## config.mk

```make
export PLATFORM = sky130hd
export DESIGN_NAME = demux_1ton_stream
export DESIGN_NICKNAME = d
export VERILOG_FILES = /design/src/rtl/demux_1ton_stream.sv
export SDC_FILE = /design/constraint.sdc
export NUM_CORES = 1
export LEC_CHECK = 0
export ABC_AREA = 1
export CORE_UTILIZATION = 30
export CTS_BUF_LIST = sky130_fd_sc_hd__clkbuf_16
export DETAILED_ROUTE_END_ITERATION = 12
export HOLD_SLACK_MARGIN = 0.05
export PLACE_DENSITY = 0.64
export SLEW_MARGIN = 20
export SYNTH_ARGS = -nofsm -noshare
export SYNTH_HDL_FRONTEND = slang
export SYNTH_SLANG_ARGS = --single-unit
```

## constraint.sdc

```tcl
create_clock -name clk -period 3.6 [get_ports clk]
set_clock_uncertainty 0.15 [all_clocks]
set_input_delay 0.54 -clock clk [delete_from_list [all_inputs] [get_ports clk]]
set_output_delay 0.54 -clock clk [all_outputs]
set_load 0.02 [all_outputs]
```

## src/rtl/demux_1ton_stream.sv

```systemverilog
// demux_1ton_stream
//   Registered 1-to-N stream demultiplexer with a valid/ready handshake on every
//   port. Each accepted input word goes to the channel chosen by i_sel. Every
//   channel has its own 1-entry holding register, so a stalled consumer never
//   blocks or corrupts the other channels.
//
//   Optional feature: define DEMUX_BCAST_EN to add the i_bcast input. A broadcast
//   word is loaded into all channels at once and is never counted as a drop.
//
// Ports
//   clk        rising-edge clock
//   rst_n      asynchronous active-low reset
//   i_data     input word (WIDTH)
//   i_sel      target channel index (SEL_W)
//   i_valid    input word present
//   i_bcast    broadcast request (only with DEMUX_BCAST_EN)
//   i_ready    block can accept; combinational from i_sel/o_ready (and i_bcast)
//   o_data     channel k data = o_data[k*WIDTH +: WIDTH]
//   o_valid    per-channel word present (NCH)
//   o_ready    per-channel consumer ready (NCH)
//   o_err      1-cycle pulse when a word with an out-of-range select is dropped
//   o_drop_cnt saturating count of dropped words
module demux_1ton_stream #(
  parameter int WIDTH = 2,
  parameter int NCH   = 4,
  parameter int SEL_W = 2
) (
  input  logic                 clk,
  input  logic                 rst_n,
  input  logic [WIDTH-1:0]     i_data,
  input  logic [SEL_W-1:0]     i_sel,
  input  logic                 i_valid,
`ifdef DEMUX_BCAST_EN
  input  logic                 i_bcast,
`endif
  output logic                 i_ready,
  output logic [NCH*WIDTH-1:0] o_data,
  output logic [NCH-1:0]       o_valid,
  input  logic [NCH-1:0]       o_ready,
  output logic                 o_err,
  output logic [7:0]           o_drop_cnt
);

  logic [NCH-1:0] free;
  logic [NCH-1:0] sel_hot;
  logic [NCH-1:0] load;
  logic           sel_ok;
  logic           bcast;
  logic           accept;
  logic           drop;

`ifdef DEMUX_BCAST_EN
  assign bcast = i_bcast;
`else
  assign bcast = 1'b0;
`endif

  assign free = ~o_valid | o_ready;

  // One-hot decode of i_sel; an out-of-range select decodes to all zeros,
  // which doubles as the range check without a width-sensitive compare.
  always_comb begin
    sel_hot = '0;
    for (int unsigned k = 0; k < NCH; k++) begin
      if (i_sel == SEL_W'(k)) sel_hot[k] = 1'b1;
    end
  end

  assign sel_ok = |sel_hot;

  always_comb begin
    i_ready = 1'b1;
    if (bcast)       i_ready = &free;
    else if (sel_ok) i_ready = |(sel_hot & free);
  end

  assign accept = i_valid & i_ready;
  assign drop   = accept & ~bcast & ~sel_ok;

  always_comb begin
    load = '0;
    if (accept) load = bcast ? '1 : sel_hot;
  end

  // A load only happens when the channel is free, so load takes priority over
  // the drain: a same-cycle transfer and load keeps o_valid high with new data.
  always_ff @(posedge clk or negedge rst_n) begin
    if (!rst_n) begin
      o_valid <= '0;
      o_data  <= '0;
    end else begin
      for (int unsigned k = 0; k < NCH; k++) begin
        if (load[k]) begin
          o_valid[k]                <= 1'b1;
          o_data[k*WIDTH +: WIDTH]  <= i_data;
        end else if (o_ready[k]) begin
          o_valid[k] <= 1'b0;
        end
      end
    end
  end

  always_ff @(posedge clk or negedge rst_n) begin
    if (!rst_n) begin
      o_err      <= 1'b0;
      o_drop_cnt <= '0;
    end else begin
      o_err <= drop;
      if (drop && (o_drop_cnt != 8'hFF)) o_drop_cnt <= o_drop_cnt + 8'd1;
    end
  end

endmodule

```

# Word-level counts from Yosys, hierarchy flattened
# Cells that the tools add are included.
# W data, S select, Z words.
dict set report op_classes {
  add_sub_neg 1
  n_mux 14
  eq_ne 4
  bitwise 6
  n_reduce_logical 8
}
# operator count
set ops {}
lappend ops {{$mux W1} 13}
lappend ops {{$add A8 B1 Y8 const B} 1}
lappend ops {{$ne A8 B8 Y1 const B} 1}
lappend ops {{$reduce_bool A2 Y1} 4}
lappend ops {{$reduce_or A4 Y1} 2}
lappend ops {{$and A4 B4 Y4} 1}
lappend ops {{$eq A2 B2 Y1 const B} 2}
lappend ops {{$mux W4} 1}
lappend ops {{$not A4 Y4} 1}
lappend ops {{$or A4 B4 Y4} 1}
lappend ops {{$and A1 B1 Y1} 2}
lappend ops {{$eq A2 B1 Y1 const B} 1}
lappend ops {{$logic_not A2 Y1} 1}
lappend ops {{$logic_and A1 B1 Y1} 1}
lappend ops {{$not A1 Y1} 1}
dict set report totals {
  reg_bits 21
  out_inout_bits 22
  wordCells 43
}

# Logic depth before layout (Yosys ltp)
# Gate-level depths: netlist of run 1.
dict set report depth {
  ltp_word 8
  depth_mapped 10
}

# Worst setup path after synthesis of run 1
# OpenSTA, ideal clock, no wires.
dict set report synth_timing {
  kind {input -> output}
  start {input port i_sel[1]}
  end {output port i_ready}
  setup_slack_ns 1.808
  path_buffers 1
  cell_stages 6
  arrival_ns 1.102
  required_time_ns 2.910
  path_cell_list {nor2_1 > nand2_1 > nand2_1 > inv_2 > nand2_4 > buf_8}
}
dict set report synth_via {
  elab_chain_cells 5
}
# item line_no
set synth_rtl {}
lappend synth_rtl {{start, declared} 31} ;# input logic [SEL_W-1:0] i_sel,
lappend synth_rtl {{$eq A2 B1 Y1, or another cell as far along} 65} ;# if (i_sel == SEL_W'(k)) sel_hot[k] = 1'b1;
lappend synth_rtl {{$mux W1} 65}
lappend synth_rtl {{$and A4 B4 Y4} 74} ;# else if (sel_ok) i_ready = |(sel_hot & free);
lappend synth_rtl {{$reduce_or A4 Y1} 74}
lappend synth_rtl {{$mux W1 (*)} 74}
lappend synth_rtl {{end, declared} 36} ;# output logic i_ready,
# Every way passes the cells marked *; elsewhere a longest branch is shown, timed or not.

# Final worst setup path of run 1
dict set report layout_timing {
  start {input port i_sel[0]}
  end {output port i_ready}
}
# The elaborated chain is that of the path after synthesis.

==> results.yml, run 1 <==
status:
  status: "complete, no violations"
clocking:
  post_cts_resized: 0
  cts_setup_buffers: 0
  clk_latency_ns: 0.25
  clock_path_buffers: 2
  cts_tree: "yes"
  cts_root_buf: "clkbuf_16"
  cts.clk_slew.worst_paths_ns: 0.05
  postCtsHoldBufs: 0
  h-tree-depth: 1
  clock-sinks: 21
  numCtsBuffers: 3
grt:
  grtUsageTotal: 0.134
  gr-usage-met3: 0.0683
  grt_overflow_total: 0
  antenna_found_initial: 0
  grtUsageMet2: 0.235
  first_global_vias: 664
  grt.busiest_layer: "met2"
  grt_max_degree: 22
  grt_pass1_wl_um: 2770
  use_met1: 0.141
synth:
  netlist_area_um2: 848
  synth_xor_area_frac: 0
  synth_nets: 99
  synth_top_family_by_area: "simple AND/OR/NAND/NOR gates"
  synth-simple-area-share: 0.267
  syn_area_per_cell_um2: 9.64
  synthCells: 88
  synth_seq_cells: 21
  synthAdderAreaFrac: 0
  ys_seq_area_frac: 0.619
  synth.area.mux_share: 0
  ys_types: 14
  synth-compound-area-share: 0
  ys_warn_count: 0
timing:
  finalCriticalPeriod_ns: 2.92
  finalCritPeriodShare: 0.812
  whs_ns: 0.223
  drv_slew: 0
  setup_viol: 0
  finalHoldViolCount: 0
  worst_slew_pin_slew_ns: 0.917
  fmax_mhz: 342
  grt_setup_unrepaired: "false"
  maxSlewHeadroom: 0.387
  timing.setup.tns_ns: 0
final_layout:
  nNetsFinal: 126
  fillers: 258
  finalInstanceArea_mm2: 0.00123
  syn_to_final_growth_pct: 44.7
  drive_gt1_frac: 0.0965
  antenna_cells: 0
die:
  num_io_pins: 33
  start_util: 0.330
  die_h_um: 55.2
  die_w_um: 55.2
  fp.coreArea_mm2: 0.00257
  dieArea_mm2: 0.00304
  rows: 18
setup_path:
  crit_arrival_ns: 2.23
  worstSetupPathType: "in -> out"
  crit_required_ns: 2.91
  cp_slowest_cell: "clkdlybuf4s50_1"
  cp-start-kind: "primary input"
  crit_chain: "clkdlybuf4s50_1, inv_1, nor2_2, nand2_1, nand2_1, inv_2, nand2_4, clkdlybuf4s50_1"
  crit_path_max_fanout: 13
  cp-end-kind: "primary output"
  slowest_delay_ns: 0.63
detailed_routing:
  drtIter0Drc: 17
  drc: 0
  wl_per_cell_um: 11.6
  drtPass1Iterations: 4
  via_per_inst: 4.40
  vias: 634
  totalWireLength_um: 1670
  ant_nets: 0
power:
  p_seq_frac: 0.424
  internal_power_mw: 0.471
  p_total_mw: 0.641
  ir_drop_uv: 352
  p_sw_mw: 0.170
  cellPowerDensity_mw_per_mm2: 522
  p_comb_frac: 0.215
  p_leak_nw: 0.617
  pwr-share-clk: 0.362
  p_sw_frac: 0.265
placed_design:
  gp_congestion: 0.836
  dpl.hpwl_um: 1240
  dpl_cell_area_mm2: 0.00115
  port_buffers: 32
worst_hold_path:
  hold_path.class: "reg -> reg"
run:
  maxCapViolations: 0
-- worst max-delay path, delay by kind of cell --
family                 cells  cell delay [ns]
buffers and inverters      4             1.27
AND/OR/NAND/NOR            4             0.43
-- metrics by stage --
stage / util / std cells / setup WS [ns]
floorplan: - / 88 / 1.81
global placement: 0.447 / 140 / 0.694
detailed placement: 0.447 / 140 / 0.683
CTS: 0.478 / 144 / 0.680
global route: 0.478 / 144 / 0.558
finish: 0.478 / 144 / 0.675
-- layout make-up --
type / count / area (um^2) / share of cell area
Multi-Input combinational cell: 48 / 230 / 0.188
Timing Repair Buffer: 32 / 320 / 0.261
Clock buffer: 3 / 75.1 / 0.0612
Tap cell: 30 / 37.5 / 0.0306
Sequential cell: 21 / 526 / 0.428
Clock inverter: 1 / 5.00 / 0.00408
Inverter: 9 / 33.8 / 0.0275
-- path summary, 6_finish.rpt --
path,start,to,slack (ns),cells after the start
worst min-delay path,o_drop_cnt[3]$_DFFE_PN0P_,o_drop_cnt[3]$_DFFE_PN0P_,0.22,0
worst min register to register,o_drop_cnt[3]$_DFFE_PN0P_,o_drop_cnt[3]$_DFFE_PN0P_,0.22,0
worst max register to register,o_valid[3]$_DFFE_PN0P_,o_data[4]$_DFFE_PN0P_,2.27,8
min in group asynchronous,rst_n,o_valid[3]$_DFFE_PN0P_,0.65,1
max in group asynchronous,rst_n,o_drop_cnt[1]$_DFFE_PN0P_,2.08,1
worst max-delay path,i_sel[0],i_ready,0.68,8
-- power by group through the flow --
stage          Sequential, mW  Combinational [mW]  Clock, mW
3_3_place_gp            0.275               0.137          0
3_5_place_dp            0.276               0.138          0
4_1_cts                 0.272               0.140      0.239
5_1_grt                 0.274               0.149      0.245
2_1_floorplan           0.304              0.0400          0
6_report                0.272               0.138      0.232
-- logic make-up after synthesis --
| kind of cell | after synthesis |
|---|---|
| buffers and inverters | 19 |
| flip-flops | 21 |
| other | 1 |
| AND/OR/NAND/NOR | 47 |
-- sequential cells by signal, summed over array words and instances (netlist names) --
register,count
o_err,1
o_drop_cnt,8
o_data,8
o_valid,4
-- cells in the mapped netlist --
cell,n,area share
clkbuf_1,8,0.035
buf_8,1,0.018
inv_1,6,0.027
nor2_1,1,0.0044
inv_2,3,0.013
nor2_2,2,0.015
nand4_1,8,0.059
conb_1,1,0.0044
dfrtp_1,21,0.62
clkbuf_8,1,0.016
nand2_1,31,0.14
nand2_4,1,0.013
nand3_1,3,0.018
nand3_4,1,0.021
-- layout by cell type, fill, tap and decap left out --
| master | Yosys | routed |
|---|---|---|
| clkdlybuf4s50_1 | 0 | 32 |
| nand2_1 | 31 | 31 |
| dfrtp_1 | 21 | 21 |
| nand4_1 | 8 | 8 |
| inv_1 | 6 | 6 |
| inv_2 | 3 | 3 |
| nand3_1 | 3 | 3 |
| clkbuf_16 | 0 | 3 |
| nor2_2 | 2 | 2 |
| nor2_1 | 1 | 1 |
| nand2_4 | 1 | 1 |
| nand3_4 | 1 | 1 |
| clkinv_2 | 0 | 1 |
| conb_1 | 1 | 1 |
-- per-layer routing --
metal / part of all wire / up-vias / wire (um)
met5: 0 / - / 0
met4: 0 / 0 / 0
met3: 0.089 / 0 / 149
met2: 0.51 / 23 / 851
met1: 0.40 / 294 / 664
li1: - / 317 / -
(Power assumes the default switching activity.)
==> run 2, diff against run 1 <==
==> constraint.sdc (replaced) <==
create_clock -name clk -period 2.75 [get_ports clk]
set_clock_uncertainty 0.15 [all_clocks]
set_input_delay 0.4125 -clock clk [delete_from_list [all_inputs] [get_ports clk]]
set_output_delay 0.4125 -clock clk [all_outputs]
set_load 0.02 [all_outputs]
==> results.yml, run 2 (synthesized netlist as in run 1, its figures left out) <==
timing:
  whs_ns: 0.229
  grt_setup_unrepaired: "false"
  finalCritPeriodShare: 0.930
  finalHoldViolCount: 0
  drv_slew: 0
  fmax_mhz: 391
  worst_slack_ns: 0.194
  finalCriticalPeriod_ns: 2.56
  setup_viol: 0
  timing.setup.tns_ns: 0
detailed_routing:
  totalWireLength_um: 1660
  drtPass1Iterations: 4
  drc: 0
  wl_per_cell_um: 11.4
  drtIter0Drc: 6
  vias: 646
  via_per_inst: 4.42
  ant_nets: 0
power:
  ir_drop_uv: 609
  p_leak_nw: 0.623
  cellPowerDensity_mw_per_mm2: 677
  p_total_mw: 0.843
placed_design:
  port_buffers: 32
  gp_congestion: 0.774
  dpl_cell_area_mm2: 0.00116
  post-place-ws_ns: 0.191
  dpl.hpwl_um: 1260
  placed_cells: 142
die:
  start_util: 0.330
  die_h_um: 55.2
  die_w_um: 55.2
  fp.coreArea_mm2: 0.00257
  dieArea_mm2: 0.00304
  rows: 18
  num_io_pins: 33
setup_path:
  reg2reg_from: "o_valid[0]$_DFFE_PN0P_"
  cp-end-kind: "primary output"
  crit_path_max_fanout: 4
  cp-start-kind: "primary input"
  crit_arrival_ns: 1.99
  cp_slowest_cell: "clkdlybuf4s50_1"
  crit_required_ns: 2.19
  worstSetupPathType: "in -> out"
  r2r_cells: 9
  r2r-end: "o_data[1]$_DFFE_PN0P_"
  crit_chain: "clkdlybuf4s50_1, nor2_1, nand2_1, nand2_1, inv_2, nand2_4, clkdlybuf4s50_1"
  r2r_slack_ns: 1.32
  slowest_delay_ns: 0.59
  path_buf_inv: 3
  cp_top_family: "buffers and inverters"
final_layout:
  top_regs: "o_data x8, o_drop_cnt x8, o_valid x4"
  nNetsFinal: 128
  antenna_cells: 0
  finalCoreUtilization: 0.485
  mostFrequentLayoutCells: "clkdlybuf4s50_1, nand2_1, dfrtp_1"
  final_common_cell: "clkdlybuf4s50_1"
  fin_cells: 146
  syn_to_final_growth_pct: 46.8
  drive_gt1_frac: 0.112
  finalInstanceArea_mm2: 0.00124
clocking:
  cts_tree: "yes"
  numCtsBuffers: 3
  clock-sinks: 21
  h-tree-depth: 1
  postCtsHoldBufs: 0
  clock_path_buffers: 2
  cts_setup_buffers: 0
  clk_latency_ns: 0.25
  cts_root_buf: "clkbuf_16"
  post_cts_resized: 0
  cts.clk_slew.worst_paths_ns: 0.06
worst_hold_path:
  holdCritStartpoint: "o_drop_cnt[1]$_DFFE_PN0P_"
  hold_path.class: "reg -> reg"
  hold_depth: 0
  holdPathEnd: "o_drop_cnt[1]$_DFFE_PN0P_"
grt:
  antenna_found_initial: 0
  first_global_vias: 600
  grt_max_degree: 22
  grtUsageTotal: 0.123
  grt_overflow_total: 0
  grt_pass1_wl_um: 2560
status:
  status: "complete, no violations"
run:
  maxCapViolations: 0
## run 2: changes by cell type in the layout (fill, tap and decap cells not counted)
cell and delta:
clkinvlp_4 +1, buf_4 +2, clkinv_2 -1
## run 2: worst register-to-register path: stages, from the launching register on
cell and delay [ns]:
dfrtp_1 0.37, nand2_1 0.09, nand2_1 0.06, nand2_1 0.08
inv_2 0.05, nand2_4 0.06, buf_4 0.17, nand3_1 0.12
nand2_1 0.10, nand2_1 0.06
## run 2: metal layers
layer / part of all wire / GRT usage / vias up
li1: - / - / 323
met5: 0 / 0 / -
met1: 0.41 / 0.146 / 296
met2: 0.49 / 0.209 / 25
met4: 0.0060 / 0.0125 / 0
met3: 0.090 / 0.0574 / 2
## run 2: worst max path at each step
stage             start  endpoint  depth (start not counted)
2_1_floorplan  i_sel[1]   i_ready                          6
3_3_place_gp   i_sel[0]   i_ready                          8
3_5_place_dp   i_sel[1]   i_ready                          7
4_1_cts        i_sel[1]   i_ready                          7
5_1_grt        i_sel[1]   i_ready                          7
6_report       i_sel[1]   i_ready                          7
## run 2: cell type report
| cell class | instances | area, um^2 |
|---|---|---|
| clock buffer | 3 | 75.1 |
| clock inverter | 1 | 7.51 |
| fill | 256 | 1320 |
| inverter | 9 | 33.8 |
| multi-input combinational | 48 | 230 |
| sequential | 21 | 526 |
| tap | 30 | 37.5 |
| timing repair buffer | 34 | 335 |
## run 2: report_power, final
group          internal, mW  total, mW  switching (mW)
clock                 0.196      0.304           0.108
sequential            0.339      0.355          0.0155
combinational        0.0854      0.184          0.0984
